===== config.mk =====
export PLATFORM = sky130hd
export DESIGN_NAME = ddr3_wr_sched
export DESIGN_NICKNAME = d
export VERILOG_FILES = /design/src/rtl/ddr3_test_pkg.sv /design/src/rtl/ddr3_wr_sched_cnt.sv /design/src/rtl/ddr3_wr_sched.sv
export SDC_FILE = /design/constraint.sdc
export NUM_CORES = 1
export LEC_CHECK = 0
export CAP_MARGIN = 10
export CORE_MARGIN = 3
export CORE_UTILIZATION = 55
export CTS_CLUSTER_SIZE = 14
export DETAILED_ROUTE_END_ITERATION = 10
export DONT_BUFFER_PORTS = 1
export GPL_ROUTABILITY_DRIVEN = 0
export GPL_TIMING_DRIVEN = 1
export PLACE_DENSITY = 0.82
export SYNTH_ARGS = -nofsm -noshare
export SYNTH_HDL_FRONTEND = slang
export SYNTH_HIERARCHICAL = 1
export SYNTH_SLANG_ARGS = --single-unit

===== constraint.sdc =====
create_clock -name clk -period 3.09 [get_ports clk]
set_input_delay 0.309 -clock clk [delete_from_list [all_inputs] [get_ports clk]]
set_output_delay 0.309 -clock clk [all_outputs]
set_load 0.01 [all_outputs]

===== src/rtl/ddr3_test_pkg.sv =====
// Shared types and default geometry for the DDR3 write-side scheduler.
// Provides the scheduler FSM encoding and default widths/frame layout.
package ddr3_test_pkg;

  typedef enum logic [1:0] {
    IDLE,
    WAIT,
    BURST,
    DONE
  } wr_state_t;

  localparam int DEF_DATA_W      = 64;
  localparam int DEF_ADDR_W      = 25;
  localparam int DEF_BURST_LEN   = 32;
  localparam int DEF_FRAME_WORDS = 777600;
  localparam int DEF_FRAME_BASE0 = 0;
  localparam int DEF_FRAME_BASE1 = 1048576;

endpackage


===== src/rtl/ddr3_wr_sched_cnt.sv =====
// ddr3_burst_cnt: loadable down-counter with a terminal (cnt==1) flag.
// Ports: clk, rst (async high), load/load_val, dec; outputs cnt, last.
module ddr3_burst_cnt #(
  parameter int W = 6
) (
  input  logic         clk,
  input  logic         rst,
  input  logic         load,
  input  logic [W-1:0] load_val,
  input  logic         dec,
  output logic [W-1:0] cnt,
  output logic         last
);

  always_ff @(posedge clk or posedge rst) begin
    if (rst) begin
      cnt <= '0;
    end else if (load) begin
      cnt <= load_val;
    end else if (dec && cnt != '0) begin
      cnt <= cnt - W'(1);
    end
  end

  assign last = (cnt == W'(1));

endmodule


===== src/rtl/ddr3_wr_sched.sv =====
// ddr3_wr_sched: drains the show-ahead frame FIFO into DDR3 as fixed bursts,
// ping-ponging between two frame buffers. Ports: FIFO read side
// (fifo_usedw/fifo_q/fifo_rdreq), Avalon-MM write side (avl_*), frame status.
module ddr3_wr_sched
  import ddr3_test_pkg::*;
#(
  parameter int DATA_W      = DEF_DATA_W,
  parameter int ADDR_W      = DEF_ADDR_W,
  parameter int BURST_LEN   = DEF_BURST_LEN,
  parameter int SIZE_W      = 6,
  parameter int USEDW_W     = 8,
  parameter int FRAME_WORDS = DEF_FRAME_WORDS,
  parameter int FRAME_BASE0 = DEF_FRAME_BASE0,
  parameter int FRAME_BASE1 = DEF_FRAME_BASE1
) (
  input  logic               clk,
  input  logic               rst,
  input  logic               local_init_done,
  input  logic               frame_start,
  input  logic [USEDW_W-1:0] fifo_usedw,
  input  logic [DATA_W-1:0]  fifo_q,
  output logic               fifo_rdreq,
  input  logic               avl_ready,
  output logic               avl_write_req,
  output logic               avl_burstbegin,
  output logic [ADDR_W-1:0]  avl_addr,
  output logic [SIZE_W-1:0]  avl_size,
  output logic [DATA_W-1:0]  avl_wdata,
  output logic               frame_done,
  output logic               buf_sel,
  output logic               abort_err
);

  localparam int WL_W = $clog2(FRAME_WORDS + 1);

  wr_state_t state, state_n;

  logic              wr_buf, wr_buf_n;
  logic [ADDR_W-1:0] cur_addr, cur_addr_n;
  logic              abort_pend, abort_pend_n;
  logic              abort_err_n, write_req_n, burstbegin_n;
  logic              frame_done_n, buf_sel_n;
  logic [ADDR_W-1:0] addr_n;
  logic [SIZE_W-1:0] size_n;

  logic              beat_load, words_load;
  logic [SIZE_W-1:0] beat_cnt, burst_n;
  logic [WL_W-1:0]   words_left;
  logic              beat_last, words_last;
  logic              acc, first_beat, frame_end, fs_abort;

  function automatic logic [ADDR_W-1:0] base_of(input logic b);
    return b ? ADDR_W'(FRAME_BASE1) : ADDR_W'(FRAME_BASE0);
  endfunction

  assign acc        = avl_write_req & avl_ready;
  assign first_beat = (beat_cnt == avl_size);
  // A pulse coinciding with the final beat of a frame is not an abort.
  assign frame_end  = (state == BURST) & acc & beat_last & words_last;
  assign fs_abort   = frame_start & ~frame_end;

  always_comb begin
    if (words_left < WL_W'(BURST_LEN)) begin
      burst_n = words_left[SIZE_W-1:0];
    end else begin
      burst_n = SIZE_W'(BURST_LEN);
    end
  end

  ddr3_burst_cnt #(.W(SIZE_W)) u_beat (
    .clk      (clk),
    .rst      (rst),
    .load     (beat_load),
    .load_val (burst_n),
    .dec      (acc),
    .cnt      (beat_cnt),
    .last     (beat_last)
  );

  ddr3_burst_cnt #(.W(WL_W)) u_words (
    .clk      (clk),
    .rst      (rst),
    .load     (words_load),
    .load_val (WL_W'(FRAME_WORDS)),
    .dec      (acc),
    .cnt      (words_left),
    .last     (words_last)
  );

  always_comb begin
    state_n      = state;
    wr_buf_n     = wr_buf;
    cur_addr_n   = cur_addr;
    abort_pend_n = abort_pend;
    abort_err_n  = abort_err;
    write_req_n  = avl_write_req;
    burstbegin_n = avl_burstbegin;
    addr_n       = avl_addr;
    size_n       = avl_size;
    frame_done_n = 1'b0;
    buf_sel_n    = buf_sel;
    beat_load    = 1'b0;
    words_load   = 1'b0;
    unique case (state)
      IDLE: begin
        if (local_init_done && frame_start) begin
          cur_addr_n = base_of(wr_buf);
          words_load = 1'b1;
          state_n    = WAIT;
        end
      end
      WAIT: begin
        if (frame_start) begin
          abort_err_n  = 1'b1;
          abort_pend_n = 1'b0;
          cur_addr_n   = base_of(wr_buf);
          words_load   = 1'b1;
        end else if (32'(fifo_usedw) >= 32'(burst_n)) begin
          write_req_n  = 1'b1;
          burstbegin_n = 1'b1;
          addr_n       = cur_addr;
          size_n       = burst_n;
          beat_load    = 1'b1;
          state_n      = BURST;
        end
      end
      BURST: begin
        if (fs_abort) begin
          abort_err_n  = 1'b1;
          abort_pend_n = 1'b1;
        end
        // Still on the first beat until the counter leaves its load value.
        burstbegin_n = first_beat & ~acc;
        if (acc && beat_last) begin
          write_req_n = 1'b0;
          cur_addr_n  = cur_addr + ADDR_W'(avl_size);
          if (abort_pend || fs_abort) begin
            cur_addr_n   = base_of(wr_buf);
            words_load   = 1'b1;
            abort_pend_n = 1'b0;
            state_n      = WAIT;
          end else if (words_last) begin
            frame_done_n = 1'b1;
            buf_sel_n    = wr_buf;
            wr_buf_n     = ~wr_buf;
            state_n      = DONE;
          end else begin
            state_n = WAIT;
          end
        end
      end
      DONE: begin
        state_n = IDLE;
      end
    endcase
  end

  always_ff @(posedge clk or posedge rst) begin
    if (rst) begin
      state          <= IDLE;
      wr_buf         <= 1'b0;
      cur_addr       <= '0;
      abort_pend     <= 1'b0;
      abort_err      <= 1'b0;
      avl_write_req  <= 1'b0;
      avl_burstbegin <= 1'b0;
      avl_addr       <= '0;
      avl_size       <= '0;
      frame_done     <= 1'b0;
      buf_sel        <= 1'b0;
    end else begin
      state          <= state_n;
      wr_buf         <= wr_buf_n;
      cur_addr       <= cur_addr_n;
      abort_pend     <= abort_pend_n;
      abort_err      <= abort_err_n;
      avl_write_req  <= write_req_n;
      avl_burstbegin <= burstbegin_n;
      avl_addr       <= addr_n;
      avl_size       <= size_n;
      frame_done     <= frame_done_n;
      buf_sel        <= buf_sel_n;
    end
  end

  // Beats of an aborted burst still go out, but carry zeros and pop nothing.
  assign fifo_rdreq = avl_write_req & avl_ready & ~abort_pend;
  assign avl_wdata  = abort_pend ? '0 : fifo_q;

endmodule

* After elaboration in Yosys (flattened, before gate mapping) *
Cells that the tools add are included.

cells by class
  reductions and logical operators = 20
  $add $sub $neg = 3
  bitwise operators = 13
  magnitude comparators = 2
  equal/unequal tests = 12
  mux-type cells = 44

operator list
  kind                     number
  $mux W25                 4
  $pmux W25 S3             1
  $mux W64                 1
  $mux W20                 2
  $add A25 B6 Y25          1
  $mux W21                 1
  $eq A20 B1 Y1 const B    1
  $lt A20 B6 Y1 const B    1
  $mux W1                  20
  $reduce_bool A20 Y1      1
  $sub A20 B1 Y20 const B  1
  $mux W6                  3
  $reduce_and A4 Y1        4
  $mux W2                  6
  $ne A2 B2 Y1 const B     5
  $reduce_and A3 Y1        3
  $ge A8 B6 Y1             1
  $pmux W1 S2              4
  $pmux W2 S4              1
  $and A1 B1 Y1            7
  $eq A6 B1 Y1 const B     1
  $eq A6 B6 Y1             1
  $not A1 Y1               6
  $reduce_bool A2 Y1       3
  other kinds (11)         15

storage, ports and cells
  bits in registers = 91
  input port bits = 77
  output and inout port bits = 101

* Logic depth before layout (Yosys ltp) *
Gate-level depths: netlist (run 1).

  word-level depth = 11
  mapped depth = 13
  depth with buffers taken out = 11

* Hierarchy *
The synthesis (run 1) kept the hierarchy.

modules (own cells, without submodules)
  module                     sequential area each (µm²)  cells an instance  times used  area an instance (µm²)
  ddr3_wr_sched              1626.6                      425                1           4046.4
  ddr3_burst_cnt at u_words  500.5                       143                1           1357.6
  ddr3_burst_cnt at u_beat   150.1                       48                 1           422.9

* Worst setup path before layout (run 1) *
OpenSTA, ideal clock, no wires.

  kind = flip-flop to flip-flop
  from = register u_words.cnt[2]
  to = register cur_addr[7]
  required time = 3.007 ns
  stages on the path, launching flop included = 10
  setup time = 0.083 ns
  period minus slack after synthesis = 2.865 ns
  setup slack = 0.225 ns
  arrival = 2.782 ns
  path through = dfrtp_1 -> or4_4 -> nor3_4 -> buf_2 -> and4_1 -> nand4_1 -> a211oi_1 -> nand3_1 -> or3_1 -> o21ai_0

between the ends
  longest elaborated chain between the ends = 8

RTL lines
  item                    RTL line                 RTL
  from (decl)             ddr3_wr_sched_cnt.sv:11  output logic [W-1:0] cnt,
  from (signal assigned)  ddr3_wr_sched_cnt.sv:19  cnt <= load_val;
  from (signal assigned)  ddr3_wr_sched_cnt.sv:21  cnt <= cnt - W'(1);
  $eq A20 B1 Y1           ddr3_wr_sched_cnt.sv:25  assign last = (cnt == W'(1));
  named net words_last    ddr3_wr_sched.sv:49      logic beat_last, words_last;
  $and A1 B1 Y1           ddr3_wr_sched.sv:59      assign frame_end = (state == BURST) & acc & beat_last & words_last;
  $not A1 Y1              ddr3_wr_sched.sv:60      assign fs_abort = frame_start & ~frame_end;
  $and A1 B1 Y1           ddr3_wr_sched.sv:60
  $logic_or A1 B1 Y1      ddr3_wr_sched.sv:137     if (abort_pend || fs_abort) begin
  $mux W25                ddr3_wr_sched.sv:137
  $mux W25                ddr3_wr_sched.sv:134     if (acc && beat_last) begin
  $pmux W25 S3            ddr3_wr_sched.sv:104     unique case (state)
  to (signal assigned)    ddr3_wr_sched.sv:174     cur_addr <= cur_addr_n;
  to (decl)               ddr3_wr_sched.sv:39      logic [ADDR_W-1:0] cur_addr, cur_addr_n;

The timed path passes the listed nets, and every way through them passes these cells. The select of a mux whose other input is x is not followed.
A chain may end at the register's enable or synchronous reset.

* Worst setup path in the final report (run 1) *
  from = register u_words.cnt[16]
  to = register avl_addr[5]

between the ends
  longest elaborated chain between the ends = 4

RTL lines
  item                                RTL line              RTL
  $lt A20 B6 Y1                       ddr3_wr_sched.sv:63   if (words_left < WL_W'(BURST_LEN)) begin
  $mux W6                             ddr3_wr_sched.sv:63
  $ge A8 B6 Y1                        ddr3_wr_sched.sv:118  end else if (32'(fifo_usedw) >= 32'(burst_n)) begin
  $reduce_and A3 Y1 (no source line)  -
  to (signal assigned)                ddr3_wr_sched.sv:179  avl_addr <= addr_n;
  to (decl)                           ddr3_wr_sched.sv:26   output logic [ADDR_W-1:0] avl_addr,

No other way between the ends.

==> results of run 1 <==
## kinds of logic (layout without fill, tap and decap cells)
group,Yosys count,count (layout),synth area share
AOI/OAI and AO/OA,121,121,0.138
xor gates and xnor gates,27,27,0.0406
adders and majority gates,23,23,0.0507
buffers and inverters,61,83,0.0455
DFF,91,91,0.391
muxes,42,42,0.0805
other,2,20,0.00129
and+or+nand+nor,249,249,0.253
## path summary, 6_finish.rpt
kind / end / slack [ps] / cells after the start
hold reg to reg: wr_buf / 520 / 1
min in group asynchronous: u_beat/cnt[0] / 330 / 2
setup reg to reg: avl_addr[5] / -9 / 11
setup / recovery: avl_addr[5] / -9 / 11
max in group asynchronous: abort_pend / 1960 / 3
hold / removal: abort_pend / 150 / 2
## flip-flops by register name, indices dropped and copies added (netlist names)
name	cells
avl_size	6
avl_addr	25
u_beat/cnt	6
frame_done	1
buf_sel	1
avl_burstbegin	1
wr_buf	1
state	2
cur_addr	25
abort_err	1
u_words/cnt	20
abort_pend	1
avl_write_req	1
## critical path, delay by kind of cell (launching register included)
family | cells | cell delay [ps]
fa+ha+maj | 1 | 290
compound gates | 3 | 530
simple gates | 4 | 1000
mux | 1 | 350
buf+inv | 2 | 370
flops | 1 | 450
## repair_timing
item	CTS	global route
gates resized for setup	2	19
cloned	0	2
endpoints found under the hold margin	45	0
pin swaps	0	7
endpoints found under the setup margin	26	39
hold buffers	1	0
buffers inserted	0	12
## cell usage in the layout (no fill, tap or decap), types with 3 or more instances in the layout
cell type,synthesis,final
dfrtp_1,91,85
nor2b_1,68,68
nand2_1,44,41
mux2_2,37,37
inv_1,33,32
o21ai_0,29,28
buf_4,0,27
nor2_1,27,26
a21oi_1,25,25
nand3_1,22,22
ha_1,22,20
conb_1,2,20
o31ai_1,18,18
xor2_1,14,14
or4_1,14,14
xnor2_1,13,13
nor3_1,11,11
nand4_1,10,10
clkbuf_8,2,9
nor4_1,10,7
a31oi_1,8,7
o21ai_1,5,6
or3_1,6,6
and2_1,6,6
dfrtp_2,0,6
nand2b_1,5,5
a21o_1,4,4
a311oi_1,4,4
nor3_4,2,3
o21a_1,3,3
mux2i_1,3,3
nor4_4,1,3
nand2_2,0,3
a22oi_1,3,3
clkinv_4,0,3
## area by class of cell
type / instances / area (µm²) / area share
flip-flops and latches: 91 / 2280 / 0.350
well taps: 133 / 166 / 0.0255
inverters: 34 / 128 / 0.0195
clock buffers: 9 / 124 / 0.0190
clock inverters: 7 / 71.3 / 0.0109
repair buffers: 33 / 314 / 0.0481
multi-input cells: 482 / 3440 / 0.527
## power by group
group	internal [mW]	leakage, nW	total (mW)	switching [mW]
Sequential	1.39	1.19	1.74	0.350
Combinational	0.804	1.51	1.99	1.19
Clock	0.315	0.0991	0.812	0.497
Total	2.51	2.80	4.55	2.04
## metal layers
metal / track usage / up-vias
li1: - / 2259
met1: 0.323 / 2422
met2: 0.407 / 204
met3: 0.0699 / 36
met4: 0.0568 / 0
met5: 0 / -
==> flow_metrics.py, run 1 <==
metrics = {
    "global_routing": {
        "grt_max_degree": 40,
        "overflow": 0,
        "antenna_found_initial": 0,
        "grt_pass1_vias": 4652,
        "grt_util_all_layers": 0.247,
        "grt_pass1_wl_um": 23300,
    },
    "synth": {
        "synth_area_mm2": 0.00583,
        "synth_top_area_cell": "dfrtp_1",
        "synthFlopType": "dfrtp_1",
        "yosysWarnings": 6,
        "synth_largest_type_area_fraction": 0.391,
        "synth.most_common_cell": "dfrtp_1",
        "postSynthCellCount": 616,
        "async_reset_ff_frac": 1.00,
        "synthTopCellsByCount": "dfrtp_1 (91), nor2b_1 (68), nand2_1 (44)",
        "synth_area_leaders": "dfrtp_1 (39%), nor2b_1 (7.3%), mux2_2 (7.2%)",
        "synth_seq_area_share": 0.391,
        "synth-edff-count": 0,
        "synth.avg_cell_area_um2": 9.46,
        "synth_cell_types": 71,
        "synth_seq_cells": 91,
    },
    "sta": {
        "hold_viol_final": 0,
        "period_share": 1.00,
        "timing.final.ws_setup_ps": -9.32,
        "fmax_ghz": 0.323,
        "slew_violations": 0,
        "setup_viol": 2,
        "fin_tns_setup_ps": -14.0,
        "whs_ps": 147,
        "layout_min_cycle_time_ps": 3100,
        "skew_ps": 15.4,
        "relSlewSlack": 0.375,
        "worst_slew_pin_slew_ps": 931,
    },
    "detailed_routing": {
        "drt_iter0_drc": 348,
        "ant_nets": 0,
        "first_pass_iters": 5,
        "met2_length_um": 7820,
        "top_layer": "met4",
        "routed_via_density": 6.24,
        "wl_met1_um": 6340,
        "wl_um": 15800,
        "wl_per_cell_um": 20.0,
        "wl_met3_um": 1280,
        "drc": 0,
        "num_vias": 4921,
    },
    "clock_network": {
        "cts_made_buffers": 9,
        "cts_tree": "done",
        "root_buffer": "clkbuf_8",
        "clkTransAtPathRegs_ps": 100,
        "insertion_delay_ps": 390,
        "cts_max_path_buffers": 2,
        "cts_sinks": 91,
        "htreeDepth": 3,
    },
    "worst_setup_path": {
        "startpoint": "u_words/cnt[16]",
        "cp_slowest_cell": "dfrtp_2",
        "cpPeakStageDelay_ps": 450,
        "cp.arrival_ps": 3380,
        "endpoint_kind": "flop",
        "path_cells": "nor4_4 -> and4_4 -> nand2_2 -> ha_1 -> o21ai_0 -> o21bai_1 -> a31oi_2 -> nor3_4 -> clkbuf_16 -> buf_4 -> mux2_2",
        "worstSetupPathType": "flop to flop",
        "worst_setup_path_start_kind": "flop",
        "critPathMaxFanout": 7,
        "r2r_start": "u_words/cnt[16]",
        "cp.required_ps": 3370,
    },
    "floorplan": {
        "die_width_um": 109,
        "rows": 36,
        "initial_utilization": 0.580,
        "core-area_mm2": 0.0100,
        "ios": 178,
        "die_h_um": 109,
        "die_area_mm2": 0.0119,
    },
    "job": {
        "max-cap-violations": 0,
    },
    "hold_path": {
        "hold_class": "primary input to flop",
        "hold_start": "frame_start",
    },
    "placed_design": {
        "dpl.hpwl_um": 11100,
        "dp_slack_ps": -26.2,
        "io_buffer_count": 0,
        "placed_area_mm2": 0.00609,
        "placed_cells": 758,
    },
    "finish": {
        "fin_cells": 789,
        "finalNetCount": 751,
        "design_area_mm2": 0.00653,
        "fillers": 770,
        "diodes": 0,
        "syn_to_final_growth_pct": 12.1,
        "final_util": 0.650,
        "drive_gt1_frac": 0.189,
    },
    "power_and_ir_drop": {
        "power_leakage_nw": 2.80,
        "power_density_mw_per_mm2": 696,
        "vdd_drop_max_v": 0.000545,
        "finalPower_mw": 4.55,
    },
    "outcome": {
        "violations": "setup timing",
        "outcome": "finished, violations left",
    },
}
(Power assumes the default switching activity.)
==> run 2, diff against run 1 <==
--- a/config.mk
+++ b/config.mk
@@ -14,6 +14,8 @@
 export GPL_ROUTABILITY_DRIVEN = 0
 export GPL_TIMING_DRIVEN = 1
 export PLACE_DENSITY = 0.82
+export REMOVE_ABC_BUFFERS = 1
+export SETUP_SLACK_MARGIN = 0.05
 export SYNTH_ARGS = -nofsm -noshare
 export SYNTH_HDL_FRONTEND = slang
 export SYNTH_HIERARCHICAL = 1
==> run 2 against run 1 <==
  * The run now ends clean
  * Clock skew decreased by 3.2 ps
  * Wire length decreased by 3.2%
  * Cell count fell by 0.38%
  * Fmax is 5.6% higher
  * Non-clock buffer count fell by 5
  * Clock power fell by 2%
  * Via count down 2.4%
  * First-iteration DRC count down 12%
  * Largest power group unchanged
==> flow_metrics.py, run 2 (synthesized netlist as in run 1, its figures left out) <==
metrics = {
    "global_routing": {
        "grt_pass1_wl_um": 23800,
        "overflow": 0,
        "grt_util_all_layers": 0.255,
        "antenna_found_initial": 3,
        "grt_pass1_vias": 4682,
        "grt_max_degree": 50,
    },
    "floorplan": {
        "die_area_mm2": 0.0119,
        "die_width_um": 109,
        "core-area_mm2": 0.0100,
        "ios": 178,
        "die_h_um": 109,
        "initial_utilization": 0.580,
        "rows": 36,
    },
    "sta": {
        "worst_slew_pin_slew_ps": 1000,
        "fmax_ghz": 0.341,
        "slew_violations": 0,
        "layout_min_cycle_time_ps": 2940,
        "timing.final.ws_setup_ps": 154,
        "setup_viol": 0,
        "whs_ps": 47.6,
        "fin_tns_setup_ps": 0,
        "skew_ps": 12.2,
        "period_share": 0.950,
        "grt_setup_unrepaired": "yes",
        "hold_viol_final": 0,
        "relSlewSlack": 0.329,
    },
    "placed_design": {
        "io_buffer_count": 0,
        "dpl.hpwl_um": 11400,
        "dp_slack_ps": -185,
        "placed_cells": 764,
    },
    "finish": {
        "fin_cells": 786,
        "mostFrequentLayoutCells": "dfrtp_1 (90), nor2b_1 (68), nand2_1 (44), mux2_2 (37), inv_1 (31)",
        "drive_gt1_frac": 0.167,
        "largestRegisters": "avl_addr (25), cur_addr (25), u_words/cnt (20)",
        "finalNetCount": 746,
        "fillers": 809,
        "final_common_cell": "dfrtp_1",
        "final_util": 0.638,
        "syn_to_final_growth_pct": 9.96,
    },
    "clock_network": {
        "cts_max_path_buffers": 2,
        "cts_sinks": 91,
        "cts_made_buffers": 9,
        "cts_tree": "done",
        "insertion_delay_ps": 370,
        "htreeDepth": 3,
        "clkTransAtPathRegs_ps": 100,
        "root_buffer": "clkbuf_8",
    },
    "worst_setup_path": {
        "path_cells": "nor4_2 -> and4_4 -> nand2_1 -> ha_1 -> o21ai_0 -> o21bai_1 -> a31oi_2 -> nor3_4 -> buf_12 -> mux2_2",
        "r2r_start": "u_words/cnt[14]",
        "endpoint_kind": "flop",
        "cp.arrival_ps": 3190,
        "startpoint": "u_words/cnt[14]",
        "cpPeakStageDelay_ps": 450,
        "worst_setup_path_start_kind": "flop",
        "critPathMaxFanout": 27,
        "cp_slowest_cell": "dfrtp_1",
        "cp.required_ps": 3350,
        "worstSetupPathType": "flop to flop",
    },
    "detailed_routing": {
        "num_vias": 4801,
        "routed_via_density": 6.11,
        "wl_per_cell_um": 19.4,
        "drt_iter0_drc": 305,
        "ant_nets": 0,
        "first_pass_iters": 5,
        "wl_um": 15300,
        "drc": 0,
    },
    "power_and_ir_drop": {
        "vdd_drop_max_v": 0.000526,
        "power_leakage_nw": 2.75,
        "power_density_mw_per_mm2": 687,
    },
    "job": {
        "max-cap-violations": 0,
    },
    "outcome": {
        "outcome": "finished, final reports clean",
    },
    "hold_path": {
        "hold_class": "primary input to asynchronous set/reset pin",
    },
}
run 2: area by class of cell:
type                    instances  area, µm²  area share
multi-input cells             482       3400       0.530
flip-flops and latches         91       2280       0.356
repair buffers                 28        238      0.0371
well taps                     133        166      0.0260
inverters                      34        131      0.0205
clock buffers                   9        124      0.0193
clock inverters                 7       68.8      0.0107
diodes                          2       5.00    0.000781
run 2: final timing paths:
kind / endpoint / slack (ps) / depth (start not counted)
setup / recovery: avl_addr[3] / 150 / 10
hold / removal: cur_addr[1] / 50 / 1
setup reg to reg: avl_addr[3] / 150 / 10
max in group asynchronous: u_words/cnt[4] / 2060 / 2
min in group clk: abort_pend / 160 / 2
hold reg to reg: wr_buf / 510 / 1
run 2: metal layers:
metal | global-route usage | routed length (µm) | vias to the layer above
met1 | 0.349 | 6750 | 2354
li1 | - | - | 2249
met3 | 0.0687 | 896 | 28
met2 | 0.396 | 7350 | 168
met4 | 0.0794 | 276 | 2
met5 | 0 | 13 | -
run 2: worst max-delay path: cells and delay by family (launching register included):
kind / cells / cell delay, ps
AO/OA/AOI/OAI: 3 / 480
adder cells (fa/ha/maj): 1 / 300
buffers and inverters: 1 / 230
flip-flops: 1 / 450
multiplexers: 1 / 370
AND/OR/NAND/NOR: 4 / 990
run 2: where the power goes:
part	total [mW]	internal (mW)	switching [mW]
sequential	1.69	1.38	0.308
combinational	1.92	0.763	1.16
clock	0.794	0.312	0.482
run 2: metrics by stage:
step                power (mW)  area [µm²]
floorplan                 2.98        5760
global placement          3.47        6140
detailed placement        3.54        6140
CTS                       4.36        6360
global route              4.70        6400
finish                    4.40        6410
run 2: repair_timing:
item / CTS / global route
endpoints found under the setup margin: 34 / 46
gates resized for setup: 2 / 7
hold endpoints to repair: 26 / 0
pin swaps: 1 / 2
setup buffers: 2 / 1
hold buffers: 1 / 0
==> run 3, diff against run 2 <==
--- a/config.mk
+++ b/config.mk
@@ -7,13 +7,13 @@
 export LEC_CHECK = 0
 export CAP_MARGIN = 10
 export CORE_MARGIN = 3
-export CORE_UTILIZATION = 55
+export CORE_UTILIZATION = 31
 export CTS_CLUSTER_SIZE = 14
 export DETAILED_ROUTE_END_ITERATION = 10
 export DONT_BUFFER_PORTS = 1
 export GPL_ROUTABILITY_DRIVEN = 0
 export GPL_TIMING_DRIVEN = 1
-export PLACE_DENSITY = 0.82
+export PLACE_DENSITY = 0.55
 export REMOVE_ABC_BUFFERS = 1
 export SETUP_SLACK_MARGIN = 0.05
 export SYNTH_ARGS = -nofsm -noshare
==> run 3 against run 2 <==
  * Sequential power up 4%
  * Critical path depth grew 3
  * Sequential share of layout area fell by 1.3 points
  * Non-clock buffer count is the same
  * Core utilization decreased by 27 points
  * Sequential cell count did not move
  * Wire length rose by 2.6%
  * Final area rose by 3.9%
  * Clock power increased by 40%
  * Combinational power is 3% lower
  * Setup slack lost 20 ps
  * Highest routed layer is now met4
  * Total power is 7.5% higher
==> flow_metrics.py, run 3 (synthesized netlist as in run 1, its figures left out) <==
metrics = {
    "outcome": {
        "outcome": "finished, final reports clean",
    },
    "placed_design": {
        "dpl.hpwl_um": 11800,
        "placed_cells": 855,
        "io_buffer_count": 0,
    },
    "worst_setup_path": {
        "worstSetupPathType": "flop to flop",
        "r2r_slack_ps": 130,
        "worstRegToRegCells": 13,
        "cp_num_buf_inv": 3,
        "path_cells": "nor4_4 -> and4_4 -> nand2_1 -> ha_1 -> nor3_1 -> o21bai_1 -> a31oi_2 -> nor3_4 -> buf_6 -> buf_2 -> buf_4 -> a22oi_1 -> nand3_1",
        "cp.required_ps": 3320,
        "critPathMaxFanout": 7,
        "worst_setup_path_start_kind": "flop",
        "reg2reg_to": "u_beat/cnt[0]",
        "endpoint_kind": "flop",
        "cp.arrival_ps": 3190,
        "cp_slowest_cell": "dfrtp_2",
        "path_delay_family": "simple AND/OR/NAND/NOR gates",
        "r2r_start": "u_words/cnt[13]",
        "cpPeakStageDelay_ps": 450,
    },
    "clock_network": {
        "cts_made_buffers": 9,
        "cts_max_path_buffers": 2,
        "htreeDepth": 3,
        "cts_sinks": 91,
        "clkTransAtPathRegs_ps": 60,
        "cts_tree": "done",
        "root_buffer": "clkbuf_16",
        "insertion_delay_ps": 350,
    },
    "sta": {
        "hold_viol_final": 0,
        "skew_ps": 5.82,
        "period_share": 0.957,
        "worst_slew_pin_slew_ps": 812,
        "whs_ps": 1.10,
        "fmax_ghz": 0.338,
        "fin_tns_setup_ps": 0,
        "relSlewSlack": 0.458,
        "slew_violations": 0,
        "layout_min_cycle_time_ps": 2960,
        "setup_viol": 0,
    },
    "detailed_routing": {
        "num_vias": 4742,
        "wl_per_cell_um": 17.8,
        "routed_via_density": 5.39,
        "wl_um": 15700,
        "drt_iter0_drc": 343,
        "first_pass_iters": 5,
        "drc": 0,
        "ant_nets": 0,
    },
    "power_and_ir_drop": {
        "vdd_drop_max_v": 0.000328,
        "power_leakage_nw": 2.80,
        "finalPower_mw": 4.74,
        "power_density_mw_per_mm2": 711,
    },
    "finish": {
        "fillers": 1809,
        "fin_cells": 880,
        "diodes": 0,
        "finalNetCount": 746,
        "largestRegisters": "avl_addr (25), cur_addr (25), u_words/cnt (20)",
        "drive_gt1_frac": 0.177,
        "mostFrequentLayoutCells": "dfrtp_1 (86), nor2b_1 (68), nand2_1 (43), mux2_2 (37), inv_1 (31)",
        "final_common_cell": "dfrtp_1",
        "syn_to_final_growth_pct": 14.3,
    },
    "global_routing": {
        "overflow": 0,
        "grt_pass1_wl_um": 24400,
        "antenna_found_initial": 0,
        "grt_max_degree": 42,
        "grt_pass1_vias": 4409,
        "grt_util_all_layers": 0.149,
    },
    "floorplan": {
        "die_h_um": 143,
        "core-area_mm2": 0.0182,
        "die_width_um": 143,
        "die_area_mm2": 0.0205,
        "ios": 178,
        "rows": 49,
        "initial_utilization": 0.320,
    },
    "hold_path": {
        "hold_class": "primary input to asynchronous set/reset pin",
    },
    "job": {
        "max-cap-violations": 0,
    },
}
[run 3: timing repair]
action                                  4_1_cts  5_1_grt
hold buffers                                  1        0
setup buffers                                 0        8
endpoints found under the setup margin        4       47
pin swaps                                     0        5
hold endpoints to repair                     23        0
resized for setup                             1       19
[run 3: how the worst max path moves through the flow]
stage / start / to / slack [ps] / cells after the start
2_1_floorplan: u_words/cnt[13] / u_beat/cnt[0] / -750 / 11
3_3_place_gp: u_words/cnt[13] / u_beat/cnt[0] / 150 / 11
3_5_place_dp: u_words/cnt[13] / u_beat/cnt[0] / 30 / 11
4_1_cts: u_words/cnt[13] / u_beat/cnt[0] / 60 / 11
5_1_grt: u_words/cnt[10] / u_beat/cnt[0] / -8 / 13
6_report: u_words/cnt[13] / u_beat/cnt[0] / 130 / 13
[run 3: routing by layer]
layer | track usage | vias to the layer above | wire length (µm)
li1 | - | 2248 | -
met4 | 0.0415 | 0 | 171
met5 | 0 | - | 0
met3 | 0.0455 | 9 | 860
met2 | 0.225 | 108 | 7360
met1 | 0.206 | 2377 | 7300
[run 3: cell type report]
class | count | area [µm²] | area share
multi-input combinational | 482 | 3420 | 0.514
sequential | 91 | 2280 | 0.343
inverter | 34 | 131 | 0.0197
timing repair buffer | 28 | 239 | 0.0359
tap | 229 | 287 | 0.0430
clock inverter | 4 | 50.0 | 0.00751
clock buffer | 12 | 246 | 0.0370
[run 3: report_power, final]
part           leakage, nW  internal, mW  switching (mW)  total (mW)
clock                0.139         0.648           0.462        1.11
sequential            1.19          1.39           0.361        1.75
combinational         1.47         0.750            1.12        1.87
total                 2.80          2.79            1.95        4.74
[run 3: stage by stage]
| step | worst slack [ps] | cell area, µm² | utilization |
|---|---|---|---|
| after floorplan | -754 | 5760 | - |
| after global placement | 147 | 6220 | 0.342 |
| after detailed placement | 28.3 | 6220 | 0.342 |
| after CTS | 64.6 | 6530 | 0.359 |
| after global routing | -7.50 | 6660 | 0.366 |
| final | 134 | 6660 | 0.366 |
